File: config.mk
export PLATFORM = sky130hd
export DESIGN_NAME = morra_player_driver
export DESIGN_NICKNAME = d
export VERILOG_FILES = /design/src/rtl/morra_player_driver.sv
export SDC_FILE = /design/constraint.sdc
export NUM_CORES = 1
export LEC_CHECK = 0
export CAP_MARGIN = 20
export CELL_PAD_IN_SITES_DETAIL_PLACEMENT = 1
export CELL_PAD_IN_SITES_GLOBAL_PLACEMENT = 2
export CORE_AREA = 2 2 102 104
export CTS_CLUSTER_DIAMETER = 60
export DETAILED_ROUTE_END_ITERATION = 6
export DIE_AREA = 0 0 104 106
export PLACE_DENSITY = 0.8
export SYNTH_ARGS = -nofsm -noshare
export SYNTH_HDL_FRONTEND = slang
export SYNTH_SLANG_ARGS = --single-unit
export TNS_END_PERCENT = 10
File: constraint.sdc
create_clock -name clk -period 1.9 [get_ports clk]
set_input_delay 0.38 -clock clk [delete_from_list [all_inputs] [get_ports clk]]
set_output_delay 0.38 -clock clk [all_outputs]
set_load 0.05 [all_outputs]
File: src/rtl/morra_player_driver.sv
// Stimulus/opponent block for the Morra Cinese game FSM: starts a match, emits legal
// pseudo-random move pairs, tracks round winners and keeps per-outcome match counters.
module morra_player_driver #(
  parameter int unsigned ROUND_LAT  = 1,
  parameter int unsigned MAX_CYCLES = 64,
  parameter int unsigned CNT_W      = 8
) (
  input  logic             clk,
  input  logic             rst,
  input  logic             go,
  input  logic [3:0]       rounds_cfg,
  input  logic [7:0]       seed,
  input  logic [1:0]       ROUND,
  input  logic [1:0]       GAME,
  output logic [1:0]       P1,
  output logic [1:0]       P2,
  output logic             START,
  output logic             busy,
  output logic             done,
  output logic [1:0]       result,
  output logic             timeout,
  output logic [CNT_W-1:0] wins1,
  output logic [CNT_W-1:0] wins2,
  output logic [CNT_W-1:0] draws
);

  localparam int unsigned WdW     = (MAX_CYCLES > 1) ? $clog2(MAX_CYCLES) : 1;
  localparam logic [7:0]  LfsrRst = 8'hA5;

  typedef enum logic [2:0] {StIdle, StInit0, StInit1, StPlay, StDone} state_e;

  state_e                    state_q;
  logic [7:0]                lfsr_q;
  logic [WdW-1:0]            wd_q;
  logic [1:0]                lw_q;   // last round winner: 00 none, 01 P1, 10 P2
  logic [1:0]                lm_q;   // winning move of that round
  logic [ROUND_LAT-1:0][3:0] hist_q; // {P1, P2} pairs awaiting their ROUND code

  logic [7:0] lfsr_nxt;
  logic [1:0] raw1, raw2, lw_eff, lm_eff, mv1, mv2;
  logic [3:0] hist_pair;

  function automatic logic [1:0] rotate(input logic [1:0] m);
    unique case (m)
      2'b01:   rotate = 2'b10;
      2'b10:   rotate = 2'b11;
      default: rotate = 2'b01;
    endcase
  endfunction

  always_comb begin
    lfsr_nxt  = {lfsr_q[6:0], lfsr_q[7] ^ lfsr_q[5] ^ lfsr_q[4] ^ lfsr_q[3]};
    raw1      = (lfsr_q[1:0] == 2'b00) ? 2'b01 : lfsr_q[1:0];
    raw2      = (lfsr_q[3:2] == 2'b00) ? 2'b01 : lfsr_q[3:2];
    hist_pair = hist_q[ROUND_LAT-1];
    lw_eff    = lw_q;
    lm_eff    = lm_q;
    // A round result landing this cycle already restricts the move launched at this edge.
    if (state_q == StPlay) begin
      unique case (ROUND)
        2'b01: begin
          lw_eff = 2'b01;
          lm_eff = hist_pair[3:2];
        end
        2'b10: begin
          lw_eff = 2'b10;
          lm_eff = hist_pair[1:0];
        end
        2'b11: begin
          lw_eff = 2'b00;
          lm_eff = 2'b00;
        end
        default: ;
      endcase
    end
    mv1 = (lw_eff == 2'b01 && raw1 == lm_eff) ? rotate(raw1) : raw1;
    mv2 = (lw_eff == 2'b10 && raw2 == lm_eff) ? rotate(raw2) : raw2;
  end

  always_ff @(posedge clk) begin
    if (rst) begin
      state_q <= StIdle;
      P1      <= 2'b00;
      P2      <= 2'b00;
      START   <= 1'b0;
      busy    <= 1'b0;
      done    <= 1'b0;
      result  <= 2'b00;
      timeout <= 1'b0;
      wins1   <= '0;
      wins2   <= '0;
      draws   <= '0;
      lfsr_q  <= LfsrRst;
      lw_q    <= 2'b00;
      lm_q    <= 2'b00;
      wd_q    <= '0;
      hist_q  <= '0;
    end else begin
      hist_q[0] <= {P1, P2};
      for (int i = 1; i < ROUND_LAT; i++) hist_q[i] <= hist_q[i-1];

      unique case (state_q)
        StIdle: begin
          P1    <= 2'b00;
          P2    <= 2'b00;
          START <= 1'b0;
          if (go) begin
            lfsr_q  <= (seed == 8'h00) ? LfsrRst : seed;
            timeout <= 1'b0;
            busy    <= 1'b1;
            START   <= 1'b1;
            P1      <= rounds_cfg[3:2];
            P2      <= rounds_cfg[1:0];
            state_q <= StInit0;
          end
        end
        StInit0: begin
          // P1/P2 keep the round limit: the game re-samples it after START drops.
          START   <= 1'b0;
          state_q <= StInit1;
        end
        StInit1: begin
          lw_q    <= 2'b00;
          lm_q    <= 2'b00;
          wd_q    <= '0;
          P1      <= raw1;
          P2      <= raw2;
          lfsr_q  <= lfsr_nxt;
          state_q <= StPlay;
        end
        StPlay: begin
          wd_q   <= wd_q + 1'b1;
          lw_q   <= lw_eff;
          lm_q   <= lm_eff;
          lfsr_q <= lfsr_nxt;
          P1     <= mv1;
          P2     <= mv2;
          if (GAME != 2'b00 || wd_q == WdW'(MAX_CYCLES - 1)) begin
            P1      <= 2'b00;
            P2      <= 2'b00;
            busy    <= 1'b0;
            done    <= 1'b1;
            result  <= GAME;
            state_q <= StDone;
            if (GAME == 2'b00) timeout <= 1'b1;
            if (GAME == 2'b01 && wins1 != '1) wins1 <= wins1 + CNT_W'(1);
            if (GAME == 2'b10 && wins2 != '1) wins2 <= wins2 + CNT_W'(1);
            if (GAME == 2'b11 && draws != '1) draws <= draws + CNT_W'(1);
          end
        end
        StDone: begin
          done    <= 1'b0;
          state_q <= StIdle;
        end
        default: state_q <= StIdle;
      endcase
    end
  end

endmodule

==> flow_metrics.tcl <==
set metrics [dict create \
    outcome "finished, final reports clean" \
    ys_ff_latch 59 \
    drc 0 \
    p_leak_nw 1.53 \
    final_core_util_pct 38.8 \
    place_area_sq_um 3650 \
    detail_route.wl_per_cell_microns 13.7 \
    clock-sinks 59 \
    max_cap_violations 0 \
    cp.arrival_ns 1.96 \
    clk_pin_slew_ns 0.07 \
    fin_setup_tns_ns 0 \
    powerDensity_nw_per_um2 799 \
    numCtsBuffers 9 \
    syn_area_per_cell_sq_um 8.23 \
    synth_area_leaders "dfxtp_1, a21oi_1, nor2_1" \
    nets 453 \
    postCtsHoldBufs 0 \
    die_y_microns 106 \
    yosysMostFrequentCell "dfxtp_1" \
    synth_top_area_share_pct 40.8 \
    critPathCapture "P1[0]" \
    wl_microns 7780 \
    clockBufferDepth 2 \
    rows 37 \
    fin_cells 570 \
    ir_worst_vdd_mv 0.310 \
    report.final.hold_viol_count 0 \
    yosysWarnings 0 \
    dieArea_sq_um 11000 \
    start_kind "register" \
    gp_congestion 0.778 \
    path_class "register to register" \
    core-area_sq_um 10000 \
    dp_hpwl_microns 5910 \
    ys_async_sr_fraction_pct 0 \
    power_mw 3.10 \
    place_inst 555 \
    cts_tree "yes" \
    grt_max_degree 38 \
    r2r_slack_ns 0.17 \
    netlist_area_sq_um 2900 \
    firstDrtPassIters 4 \
    ant_nets 0 \
    detail_route.iter0.violations 74 \
    synth_cell_types 54 \
    design_area_sq_um 3870 \
    synth_common_cells "dfxtp_1, nor2_1, a21oi_1" \
    post_drt_via_cell_ratio 4.87 \
    grt_first_pass_wirelength_microns 13000 \
    r2r_cells 6 \
    hp-class "input port to register" \
    rsz0062_at_grt "false" \
    skew_ns 0.00664 \
    ioPinCount 53 \
    grt_pass1_vias 2772 \
    period_needed_ns 1.73 \
    max_slew.worst_pin.slew_ns 0.512 \
    slew_headroom_pct 65.8 \
    gr-total-overflow 0 \
    cp_max_fo 10 \
    synth_edf_count 0 \
    antenna_found_initial 0 \
    area_growth_pct 33.7 \
    die-width_microns 104 \
    start_util_pct 29.0 \
    cp-startpoint "state_q[2]" \
    r2r-start "state_q[2]" \
    root_buffer "clkbuf_8" \
    timing.rr.end "P1[0]" \
    track_usage_pct 14.4 \
    yosys.area.top_type "dfxtp_1" \
    cp.required_ns 2.12 \
    drive_gt1_share_pct 21.2 \
    setup_viol 0 \
    synthesis.nets 375 \
    yosysSeqAreaShare_pct 40.8 \
    postSynthCellCount 352 \
    slew_viol_final 0 \
    clkLatencyLatePin_ns 0.33 \
    min_period_over_period_pct 91.1 \
    vias 2776 \
    diodes 0 \
    fmax_ghz 0.578 \
    synth_ff_type "dfxtp_1" \
    port_buffers 52 \
    htreeDepth 3 \
    crit_path_end_kind "register" \
]
## logic make-up after synthesis
| family | synth area share, % |
|---|---|
| mux | 1.38 |
| compound gates | 19.1 |
| xor+xnor | 5.14 |
| buf+inv | 5.05 |
| fa+ha+maj | 1.73 |
| simple gates | 26.9 |
| flops | 40.8 |
## cell usage in the layout (no fill, tap or decap), drive strengths merged, types with 2 or more instances in the layout
cell type,count
buf,69
o22a,2
xor2,7
a21o,2
or3,7
dfxtp,59
nand2,31
o21ai,20
clkbuf,10
inv,10
or4,3
bufinv,2
clkdlybuf4s50,17
nor3,15
a32oi,2
nand4,6
a21oi,36
nor2b,10
nor4,4
a311oi,5
ha,4
clkinv,3
mux2i,4
a31oi,2
xnor2,10
nand3b,5
nand3,15
nand2b,4
nor2,47
## worst min-delay path by stage
stage,from,to,slack (ns),depth (start not counted)
4_1_cts,rst,lfsr_q[5],0.30,3
5_1_grt,rst,lfsr_q[5],0.35,3
3_3_place_gp,done,done,0.45,2
3_5_place_dp,done,done,0.45,2
6_report,rst,lfsr_q[5],0.31,3
2_1_floorplan,wd_q[1],wd_q[1],0.45,2
## cell type report
cell class              count  area [sq um]
clock buffers              10           128
well taps                 136           170
inverters                  10          37.5
fillers                  1239          6120
clock inverters             5          78.8
repair buffers             87           698
multi-input cells         263          1580
flip-flops and latches     59          1180
## registers in the layout, indices dropped and copies added, names as in the netlist, 3 cells and up
| signal | flops |
|---|---|
| draws | 8 |
| hist_pair | 4 |
| lfsr_q | 8 |
| state_q | 3 |
| wd_q | 6 |
| wins1 | 8 |
| wins2 | 8 |
## what timing repair did
action,4_1_cts,5_1_grt
resized for setup,0,3
endpoints found under the setup margin,0,10
endpoints found under the hold margin,0,0
setup buffers,0,0
## power breakdown
group / switching (mW) / internal (mW)
clock network: 0.482 / 0.729
logic: 0.298 / 0.223
registers: 0.0633 / 1.30
## layer usage
| layer | track usage, % | routed length [microns] | part of all wire [%] | up-vias |
|---|---|---|---|---|
| met1 | 17.9 | 3720 | 48 | 1322 |
| met3 | 2.27 | 202 | 2.6 | 11 |
| met4 | 6.08 | 125 | 1.6 | 0 |
| met2 | 24.6 | 3740 | 48 | 39 |
| li1 | - | - | - | 1404 |
| met5 | 0 | 0 | 0 | - |
## per-stage QoR
step | hold slack [ns] | setup slack (ns)
final | 0.312 | 0.169
after detailed placement | 0.451 | -0.117
after global placement | 0.445 | -0.0968
after CTS | 0.304 | 0.000957
after global routing | 0.353 | 0.0308
after floorplan | 0.449 | 0.0245
## worst max-delay path: stages, from the launching register on
cell	delay [ns]
dfxtp_1	0.40
and3b_2	0.39
o21ai_4	0.08
a22oi_1	0.34
buf_4	0.19
nand3_1	0.07
a21o_1	0.17
No activity file was read; power rests on OpenSTA's default activity.
